$ cat src/rtl/alu_pkg.sv
// Shared ALU definitions: datapath width, operation encodings and legality check.
package alu_pkg;

  localparam int unsigned XLEN = 32;

  typedef enum logic [3:0] {
    ALU_ADD = 4'b0000,
    ALU_SUB = 4'b0001,
    ALU_AND = 4'b0010,
    ALU_OR  = 4'b0011,
    ALU_NOT = 4'b0100,
    ALU_SLT = 4'b1000
  } alu_op_e;

  function automatic logic is_legal_op(input logic [3:0] op);
    case (op)
      ALU_ADD, ALU_SUB, ALU_AND, ALU_OR, ALU_NOT, ALU_SLT: return 1'b1;
      default:                                            return 1'b0;
    endcase
  endfunction

endpackage

$ cat src/rtl/fwd_mux.sv
// Operand forwarding select: EX/MEM over MEM/WB over register file; x0 never forwarded.
module fwd_mux #(
  parameter int unsigned XLEN   = 32,
  parameter int unsigned REG_AW = 5
) (
  input  logic [REG_AW-1:0] Rs,
  input  logic [XLEN-1:0]   RsData,
  input  logic              ExMemRegWrite,
  input  logic [REG_AW-1:0] ExMemRd,
  input  logic [XLEN-1:0]   ExMemResult,
  input  logic              MemWbRegWrite,
  input  logic [REG_AW-1:0] MemWbRd,
  input  logic [XLEN-1:0]   MemWbResult,
  output logic [XLEN-1:0]   Fwd
);

  always_comb begin
    Fwd = RsData;
    if (ExMemRegWrite && (ExMemRd != '0) && (ExMemRd == Rs))
      Fwd = ExMemResult;
    else if (MemWbRegWrite && (MemWbRd != '0) && (MemWbRd == Rs))
      Fwd = MemWbResult;
  end

endmodule

$ cat src/rtl/id_ex_stage.sv
// Decode->execute pipeline register: forwarding, immediate select, op legality,
// valid/ready handshake with flush, and a saturating stall counter.
module id_ex_stage
  import alu_pkg::*;
#(
  parameter int unsigned XLEN    = alu_pkg::XLEN,
  parameter int unsigned IMM_W   = 12,
  parameter int unsigned REG_AW  = 5,
  parameter int unsigned STALL_W = 16
) (
  input  logic               clk,
  input  logic               rst_n,
  input  logic               Flush,
  input  logic               InValid,
  output logic               InReady,
  input  logic [REG_AW-1:0]  Rs1,
  input  logic [REG_AW-1:0]  Rs2,
  input  logic [XLEN-1:0]    Rs1Data,
  input  logic [XLEN-1:0]    Rs2Data,
  input  logic [IMM_W-1:0]   Imm,
  input  logic               UseImm,
  input  logic [3:0]         AluOp,
  input  logic [REG_AW-1:0]  Rd,
  input  logic               RegWrite,
  input  logic               ExMemRegWrite,
  input  logic [REG_AW-1:0]  ExMemRd,
  input  logic [XLEN-1:0]    ExMemResult,
  input  logic               MemWbRegWrite,
  input  logic [REG_AW-1:0]  MemWbRd,
  input  logic [XLEN-1:0]    MemWbResult,
  output logic               OutValid,
  input  logic               OutReady,
  output logic [XLEN-1:0]    A,
  output logic [XLEN-1:0]    B,
  output logic [3:0]         ALUControl,
  output logic [REG_AW-1:0]  OutRd,
  output logic               OutRegWrite,
  output logic               IllegalOp,
  output logic [STALL_W-1:0] StallCount
);

  logic [XLEN-1:0] fwd_a;
  logic [XLEN-1:0] fwd_b;
  logic [XLEN-1:0] imm_sext;
  logic            load;
  logic            stall;
  logic            op_legal;

  fwd_mux #(.XLEN(XLEN), .REG_AW(REG_AW)) u_fwd_a (
    .Rs(Rs1), .RsData(Rs1Data),
    .ExMemRegWrite(ExMemRegWrite), .ExMemRd(ExMemRd), .ExMemResult(ExMemResult),
    .MemWbRegWrite(MemWbRegWrite), .MemWbRd(MemWbRd), .MemWbResult(MemWbResult),
    .Fwd(fwd_a)
  );

  fwd_mux #(.XLEN(XLEN), .REG_AW(REG_AW)) u_fwd_b (
    .Rs(Rs2), .RsData(Rs2Data),
    .ExMemRegWrite(ExMemRegWrite), .ExMemRd(ExMemRd), .ExMemResult(ExMemResult),
    .MemWbRegWrite(MemWbRegWrite), .MemWbRd(MemWbRd), .MemWbResult(MemWbResult),
    .Fwd(fwd_b)
  );

  always_comb begin
    InReady  = !OutValid || OutReady;
    load     = InValid && InReady;
    stall    = OutValid && !OutReady;
    op_legal = is_legal_op(AluOp);
    imm_sext = {{(XLEN-IMM_W){Imm[IMM_W-1]}}, Imm};
  end

  always_ff @(posedge clk or negedge rst_n) begin
    if (!rst_n) begin
      OutValid    <= 1'b0;
      A           <= '0;
      B           <= '0;
      ALUControl  <= ALU_ADD;
      OutRd       <= '0;
      OutRegWrite <= 1'b0;
      IllegalOp   <= 1'b0;
      StallCount  <= '0;
    end else begin
      // Counted independently of flush/load so a flushed stall cycle still counts.
      if (stall && (StallCount != '1))
        StallCount <= StallCount + 1'b1;

      if (Flush) begin
        OutValid    <= 1'b0;
        OutRegWrite <= 1'b0;
      end else if (load) begin
        OutValid    <= 1'b1;
        A           <= fwd_a;
        B           <= UseImm ? imm_sext : fwd_b;
        ALUControl  <= op_legal ? AluOp : ALU_ADD;
        OutRd       <= Rd;
        OutRegWrite <= RegWrite && op_legal;
        IllegalOp   <= !op_legal;
      end else if (OutValid && OutReady) begin
        OutValid <= 1'b0;
      end
    end
  end

endmodule

$ cat config.mk
export PLATFORM = sky130hd
export DESIGN_NAME = id_ex_stage
export DESIGN_NICKNAME = d
export VERILOG_FILES = /design/src/rtl/alu_pkg.sv /design/src/rtl/fwd_mux.sv /design/src/rtl/id_ex_stage.sv
export SDC_FILE = /design/constraint.sdc
export NUM_CORES = 1
export LEC_CHECK = 0
export CAP_MARGIN = 30
export CORE_ASPECT_RATIO = 0.7
export CORE_MARGIN = 8
export CORE_UTILIZATION = 43
export CTS_CLUSTER_SIZE = 40
export DETAILED_ROUTE_END_ITERATION = 8
export GPL_TIMING_DRIVEN = 0
export HOLD_SLACK_MARGIN = 0.12
export PLACE_DENSITY = 0.79
export SLEW_MARGIN = 5
export SYNTH_ARGS = -nofsm -noshare
export SYNTH_HDL_FRONTEND = slang
export SYNTH_HIERARCHICAL = 1
export SYNTH_SLANG_ARGS = --single-unit
$ cat constraint.sdc
create_clock -name clk -period 1.8 [get_ports clk]
set_input_delay 0.54 -clock clk [delete_from_list [all_inputs] [get_ports clk]]
set_output_delay 0.54 -clock clk [all_outputs]
set_load 0.01 [all_outputs]
== Word level (Yosys, flattened, before mapping) ==
Index checks and enable logic that the tools add are counted.
Word-level totals
  flip-flop bits (word level): 92
  bits of input ports: 178
  output and inout port bits: 93
  logic and storage cells: 54
Operators by class
  add/subtract/negate cells: 1
  equal/unequal tests: 10
  mux-type cells: 12
  bitwise gates (word level): 1
  reductions and logical operators: 22
Operators with widths (number)
  32-bit 2-to-1 mux: 5
  5-bit equality test: 4
  16-bit by 1-bit adder with 16-bit output (second input constant): 1
  16-bit != test (second input constant): 1
  1-bit logical AND: 11
  5-bit nonzero test: 2
  4-bit by 2-bit equality test with 1-bit output (second input constant): 2
  1-bit 2-to-1 mux: 6
  6-bit OR reduction: 1
  4-bit by 1-bit equality test with 1-bit output (second input constant): 1
  4-bit by 3-bit equality test with 1-bit output (second input constant): 1
  4-bit equality test (second input constant): 1
  4-bit zero test: 1
  4-bit 2-to-1 mux: 1
  1-bit zero test: 3
  3-bit nonzero test: 1
  2-bit AND reduction: 1
  2-bit nonzero test: 1
  1-bit logical OR: 1
  1-bit NOT: 1

== Depth between registers and ports, before layout ==
Gate-level depths: netlist of the first run.
  depth after elaboration: 6
  gate-level depth with buffers: 8
  gate-level depth less buffers: 6

== By module ==
Netlist of the first run, hierarchy kept.
Modules (own cells, without submodules)
  id_ex_stage: instances 1, cells each 320, area each 3821.2 µm², seq. area each 2302.2 µm²
  fwd_mux: instances 2, cells each 185, area each 1167.4 µm², seq. area each 0.0 µm²

== Least setup slack after synthesis of the first run ==
Ideal clock, no wire load.
  kind: input-to-reg
  start point: input ExMemRd[0]
  end point: register A[29]
  library setup time: 125 ps
  arrival time: 1914 ps
  data required time: 1675 ps
  path slack: -239 ps
  stages on the path: 7
  buffers on the path: 2
  path through: or4_4 -> a21oi_4 -> or3_1 -> buf_4 -> buf_6 -> a31oi_1 -> mux2_2
Between the ends
  cells in the longest elaborated chain, start to end: 4
  elaborated cells between the ends (all ways): 5
  classes of those cells: eq/ne: 1; mux: 1; reduce/logical: 3
RTL lines
  start, declared: RTL line id_ex_stage.sv:26  | input logic [REG_AW-1:0] ExMemRd,
  5-bit nonzero test: RTL line fwd_mux.sv:19  | if (ExMemRegWrite && (ExMemRd != '0) && (ExMemRd == Rs))
  1-bit logical AND: RTL line fwd_mux.sv:19
  1-bit logical AND (*): RTL line fwd_mux.sv:19
  32-bit 2-to-1 mux (*): RTL line fwd_mux.sv:19
  via fwd_a[29]: RTL line id_ex_stage.sv:42  | logic [XLEN-1:0] fwd_a;
  end signal, assigned: RTL line id_ex_stage.sv:91  | A <= fwd_a;
  end, declared: RTL line id_ex_stage.sv:33  | output logic [XLEN-1:0] A,
Mark *: on every way through the listed nets, which the timed path passes. The rest lies on a longest branch.
A chain may end at the register's enable or synchronous reset.

== Worst setup path after layout of the first run ==
  start point: input Rs1[1]
  end point: register A[10]
Between the ends
  cells in the longest elaborated chain, start to end: 4
  elaborated cells between the ends (all ways): 6
  classes of those cells: eq/ne: 2; mux: 2; reduce/logical: 2
RTL lines
  start, declared: RTL line id_ex_stage.sv:16  | input logic [REG_AW-1:0] Rs1,
  5-bit equality test: RTL line fwd_mux.sv:21  | else if (MemWbRegWrite && (MemWbRd != '0) && (MemWbRd == Rs))
  1-bit logical AND: RTL line fwd_mux.sv:21
  32-bit 2-to-1 mux: RTL line fwd_mux.sv:21
  32-bit 2-to-1 mux (*): RTL line fwd_mux.sv:19
  via fwd_a[10]: RTL line id_ex_stage.sv:42
Marks and branches as above.

==> results of run 1 <==
flip-flops by register name (all words and copies together), names as in the netlist:
signal and count:
OutRd 5, OutRegWrite 1, A 32, IllegalOp 1, OutValid 1, ALUControl 4, B 32, StallCount 16
cell usage in the layout, fill, tap and decap left out, types with 8 or more instances in the layout:
cell	netlist	routed
o31ai_4	0	24
a31oi_4	0	32
dlymetal6s2s_1	0	26
buf_8	0	8
a21oi_1	24	12
nor4_4	0	24
o31ai_2	0	21
buf_2	8	15
clkbuf_16	0	12
dfrtp_1	92	87
nor4_2	1	23
a31oi_1	64	21
mux2_4	1	17
nor4_1	69	23
o21ai_1	2	32
buf_12	0	10
xnor2_2	0	13
clkbuf_2	0	17
o31ai_1	64	19
xnor2_1	23	9
buf_4	2	39
clkdlybuf4s50_1	0	153
a21oi_2	0	12
buf_6	10	21
xor2_1	8	8
nand2_1	50	46
mux2i_1	11	11
dlygate4sd2_1	0	71
mux2_2	37	21
nand4_1	71	71
a31oi_2	0	11
clkbuf_4	0	17
what timing repair did:
| action | 4_1_cts | 5_1_grt |
|---|---|---|
| cloned | 7 | 4 |
| setup endpoints to repair | 144 | 94 |
| resized for setup | 411 | 230 |
| buffers inserted | 38 | 11 |
| pin swaps | 46 | 56 |
synth_stat cells, types with 3 or more instances:
| cell type | count |
|---|---|
| dfrtp_1 | 92 |
| a31oi_1 | 64 |
| or3_1 | 4 |
| o21ai_0 | 38 |
| nand2_1 | 50 |
| and3_1 | 3 |
| clkbuf_1 | 57 |
| a21oi_1 | 24 |
| o31ai_1 | 64 |
| and2_1 | 5 |
| mux2i_1 | 11 |
| nor4_1 | 69 |
| mux2_2 | 37 |
| nor2_1 | 5 |
| buf_2 | 8 |
| nor3_1 | 3 |
| xor2_1 | 8 |
| xnor2_1 | 23 |
| nand3_1 | 9 |
| buf_6 | 10 |
| nand4_1 | 71 |
| buf_1 | 7 |
logic make-up (layout without fill, tap and decap cells):
kind of cell             Yosys count  count (layout)  share of synthesized area, %
AO/OA/AOI/OAI                    199             199                          20.7
AND/OR/NAND/NOR                  231             231                          21.6
multiplexers                      49              49                          8.80
flip-flops                        92              92                          37.4
XOR/XNOR                          31              31                          4.41
adder cells (fa/ha/maj)            1               1                         0.203
buffers and inverters             87             418                          6.81
other                              0               3                             0
cell type report:
class | instances | area [um2]
inverters | 3 | 13.8
repair buffers | 326 | 3280
clock buffers | 9 | 225
diodes | 3 | 7.51
flip-flops and latches | 92 | 2310
clock inverters | 7 | 76.3
multi-input cells | 511 | 5270
fillers | 668 | 1870
plain buffers | 73 | 677
well taps | 190 | 238
path summary, 6_finish.rpt:
| check | from | endpoint | cells past startpoint |
|---|---|---|---|
| hold / removal | rst_n | A[21] | 1 |
| max in group asynchronous | rst_n | StallCount[2] | 2 |
| setup / recovery | Rs1[1] | A[10] | 8 |
| min in group clk | ALUControl[0] | ALUControl[0] | 2 |
| hold reg to reg | ALUControl[0] | ALUControl[0] | 2 |
| setup reg to reg | OutValid | B[8] | 7 |
report_power, final:
| group | total [uW] | internal [uW] | switching [uW] |
|---|---|---|---|
| combinational | 3380 | 1620 | 1760 |
| sequential | 2630 | 2410 | 226 |
| clock | 2000 | 991 | 1010 |
per-layer routing:
layer	global-route usage [%]	vias to the layer above	routed length (um)
met1	39.5	4065	12900
li1	-	3392	-
met3	10.5	245	4770
met2	49.1	835	15900
met4	14.3	0	2270
met5	0	-	0
critical path, delay by kind of cell:
kind	cells	cell delay, ps
simple gates	2	700
xor+xnor	1	190
buf+inv	3	690
mux	1	320
compound gates	1	130
stage by stage:
step                      util (%)  cell area, um2  cells
after floorplan                  -            6170    690
after global placement        65.2            9110   1150
after detailed placement      65.4            9140   1151
after CTS                     79.3           11100   1206
after global routing          86.6           12100   1212
final                         86.6           12100   1214
==> impl_results.md, run 1 <==
* Post-synthesis sequential area ratio at 37.4%
* Synthesized flop and latch total at 92
* Asr flop ratio synth at 100%
* Vias post-DR at 8,537
* Setup-failing EPs final at 64
* Peak VDD IR at 0.588 mV
* Mapped Area at 6160 um2
* CTS sink cnt at 92
* Max Root-Sink Buffers at 2
* DRC errors left at 0
* FF-to-FF setup slack at -30 ps
* # nets final at 1,195
* First-pass GRT wire length at 46.1 mm
* Area contributors post-synth: dfrtp_1, o31ai_1, nand4_1, nor4_1, mux2_2
* CTS tree: built
* Root Driver: clkbuf_16
* Hold Slack at 138 ps
* Rows at 36
* Die W at 159 um
* Distinct cells, synth at 42
* Max-cap violations at 0
* Starting density of the core at 44.1%
* Failing checks: negative setup slack
* Wire per inst at 29.5 um
* Post-DP HPWL at 20.9 mm
* Chip Height at 116 um
* RSZ-0062 raised after global routing: yes
* Max Clk Rate at 0.429 GHz
* Share of the synthesized area in the top cell type at 37.4%
* Worst hold-check path type: input pin to asynchronous set/reset pin
* Synth area leader: dfrtp_1
* Total I/O pin count at 271
* Area Overhead vs Synth at 96.5%
* CP arrival at 2580 ps
* Worst-Margin Slew at 739 ps
* Tcrit/Tclk final at 129%
* CTS H-tree lvls at 3
* Initial antenna violation count at 1
* Die area at 18,500 um2
* Layout cells sized above 1 at 39.0%
* Post-layout min period at 2330 ps
* DRT Pass-1 Iters at 6
* CP peak stage delay at 530 ps
* Inserted Clock Buffers at 9
* Place WS at -1150 ps
* # port buffers at 270
* Placer Congestion at 0.939
* Rel. slew slack at 50.7%
* Worst-path cell with the longest stage delay: nor4_1
* Clock Skews at 9.28 ps
* WS Path Type: input pin to flip-flop
* Post-Route WL at 35.9 mm
* CP startpoint kind: input pin
* Worst-path clk slew at 80 ps
* Fin. Hold Viols at 0
* EDFF count, synth at 0
* Post-CTS Hold Buffers at 0
* Via density at 7.03
* Syn nets at 869
* Grt total ovfl at 0
* Synth warn at 6
* CP Max Fanout at 10
* GRT Total Usage at 31.5%
* Syn Inst Count at 690
* Pwr Total at 8010 uW
* Largest net degree at the start of global routing at 61
* Post-route antenna net violation count at 0
* Slew Viols, Final at 0
* Setup tns final at -15,700 ps
* Required @ worst endpoint at 2050 ps
* Post-route setup slack at -528 ps
* Power per cell area at 663 nW/um2
* CORE AREA at 14,000 um2
* Mean Syn Cell Area at 8.92 um2
* Worst Setup End Kind: flip-flop
* Initial DRC Count at 1,193
* Outcome: finished with violations
* Static Leakage at 0.00486 uW
* Vias in the first global route at 7,995
* Top_reg_cell synth: dfrtp_1
* Worst skew pair latency at 360 ps
* Critical-path cell list: dlygate4sd2_1 -> xnor2_2 -> nand2_2 -> buf_4 -> clkbuf_2 -> nor4_1 -> a31oi_1 -> mux2_2
Note: power is estimated with default switching activity, not from simulation.
==> run 2: changes to the inputs <==
- MAX_ROUTING_LAYER: unset -> met4
==> run 2 against run 1 <==
Against the previous run: highest routed layer unchanged; the run still ends with negative setup slack left; global-route usage rose by 1.4 points; sequential power barely moved; count of clock-buffer cells in the layout did not move; worst setup slack improved by 26 ps; non-clock buffer count fell by 3; clock skew decreased by 3.5 ps; cell count is 0.41% lower; die area unchanged; maximum frequency rose by 1.1%; critical path depth is the same; sequential share of layout area decreased by 0.22 points; clock power hardly changed.
==> impl_results.md, run 2 (same netlist as run 1, synthesis figures left out) <==
* Inserted Clock Buffers at 9
* Total I/O pin count at 271
* # nets final at 1,192
* WS Path Type: input pin to flip-flop
* Outcome: finished with violations
* Wire per inst at 30.0 um
* Combinational power share at 42.7%
* CTS H-tree lvls at 3
* Setup tns final at -18,560 ps
* Place WS at -1210 ps
* Max Clk Rate at 0.434 GHz
* Post-route setup slack at -503 ps
* Slew Viols, Final at 0
* CP Max Fanout at 10
* Clock Skews at 5.81 ps
* CORE AREA at 14,000 um2
* Die W at 159 um
* Static Leakage at 0.00491 uW
* Peak VDD IR at 0.443 mV
* Fin. Hold Viols at 0
* Filler Cell Count at 599
* Vias in the first global route at 7,967
* Post-DP HPWL at 21.0 mm
* Chip Height at 116 um
* Area Overhead vs Synth at 98.6%
* Post-route antenna net violation count at 0
* Leading cell type in the layout, fill and taps excluded: clkdlybuf4s50_1
* Vias post-DR at 8,392
* Crit path max-delay family: buffers and inverters
* Worst path buffer plus inverter count at 3
* Tcrit/Tclk final at 128%
* CP peak stage delay at 330 ps
* Largest net degree at the start of global routing at 60
* Post-layout min period at 2300 ps
* Initial DRC Count at 1,153
* Worst-path cell with the longest stage delay: xnor2_2
* Via density at 6.94
* Rel. slew slack at 46.1%
* CTS tree: built
* Top Registers: A: 32 flops, B: 32 flops, StallCount: 16 flops
* Die area at 18,500 um2
* Grt total ovfl at 0
* CP arrival at 2550 ps
* Initial antenna violation count at 1
* DRT Pass-1 Iters at 6
* Worst-path clk slew at 70 ps
* Switch share at 37.7%
* Flop pwr share at 32.8%
* Critical-path cell list: dlygate4sd2_1 -> xnor2_2 -> nand2_2 -> buf_4 -> buf_2 -> nor4_1 -> a31oi_1 -> mux2_2
* Setup-failing EPs final at 64
* GRT Total Usage at 32.9%
* Layout Utilization at 87.5%
* CP startpoint kind: input pin
* Clock network power share at 24.5%
* Placer Congestion at 0.946
* Starting density of the core at 44.1%
* Post-Route WL at 36.3 mm
* Failing checks: negative setup slack
* Psw at 3050 uW
* Layout cells sized above 1 at 38.9%
* Required @ worst endpoint at 2050 ps
* Power per cell area at 660 nW/um2
* First-pass GRT wire length at 46.5 mm
* Worst Setup End Kind: flip-flop
* CTS sink cnt at 92
* DRC errors left at 0
* Commonest non-fill, non-tap cells in the layout: clkdlybuf4s50_1, dfrtp_1, dlygate4sd2_1
* Pint at 5020 uW
* Worst-Margin Slew at 808 ps
* Root Driver: clkbuf_16
* Max-cap violations at 0
* Rows at 36
* Max Root-Sink Buffers at 2
* RSZ-0062 raised after global routing: yes
* Placed Cells at 1,151
* Worst skew pair latency at 360 ps
* Non-Filler Instances at 1,209
* Hold Slack at 151 ps
* Worst hold-check path type: input pin to asynchronous set/reset pin
* Post-CTS Hold Buffers at 0
* # port buffers at 270
==> run 2: cell count changes in the layout (fill, tap and decap cells not counted), sizes merged <==
cell	change
buf	-4
clkdlybuf4s15	+2
clkdlybuf4s50	-2
clkinv	-2
diode	-2
bufbuf	-1
clkinvlp	+1
dlygate4sd2	+1
dlymetal6s2s	+1
inv	+1
==> run 2: final timing paths <==
kind / start / end / slack [ps] / cells past startpoint
max: Rs1[1] / A[5] / -500 / 8
min: rst_n / A[21] / 150 / 1
max reg2reg: OutValid / B[8] / -30 / 7
min reg2reg: IllegalOp / IllegalOp / 480 / 2
max in group asynchronous: rst_n / B[6] / 980 / 2
min in group clk: Flush / OutRegWrite / 390 / 2
==> run 2: per-layer routing <==
layer	global-route usage (%)	share of wire, %	up-vias
met5	-	0	-
met4	12.6	6.9	0
met3	9.30	12	257
met2	50.4	44	779
met1	41.1	37	3974
li1	-	-	3382
==> run 2: cell type report <==
type | count | area, um2 | share of cell area [%]
Tap cell | 190 | 238 | 1.94
Inverter | 3 | 13.8 | 0.113
Buffer | 76 | 810 | 6.62
Clock buffer | 9 | 225 | 1.84
Timing Repair Buffer | 320 | 3200 | 26.2
Multi-Input combinational cell | 511 | 5350 | 43.8
Clock inverter | 7 | 72.6 | 0.594
Antenna cell | 1 | 2.50 | 0.0205
Sequential cell | 92 | 2310 | 18.9
==> run 2: power by group through the flow <==
stage          clock network (uW)  registers, uW  logic (uW)
2_1_floorplan                   0           2810         897
3_3_place_gp                    0           2660        2540
3_5_place_dp                    0           2680        2570
4_1_cts                      1970           2610        2950
5_1_grt                      2080           2680        3570
6_report                     1980           2650        3450
==> run 2: per-stage QoR <==
stage | cell area [um2] | power (uW)
2_1_floorplan | 6170 | 3710
3_3_place_gp | 9110 | 5200
3_5_place_dp | 9140 | 5250
4_1_cts | 11200 | 7530
5_1_grt | 12200 | 8330
6_report | 12200 | 8070
==> run 2: what timing repair did <==
action / in CTS / in global routing
endpoints found under the setup margin: 148 / 101
pin swaps: 49 / 50
gates resized for setup: 450 / 210
cloned: 5 / 4
setup buffers: 34 / 8
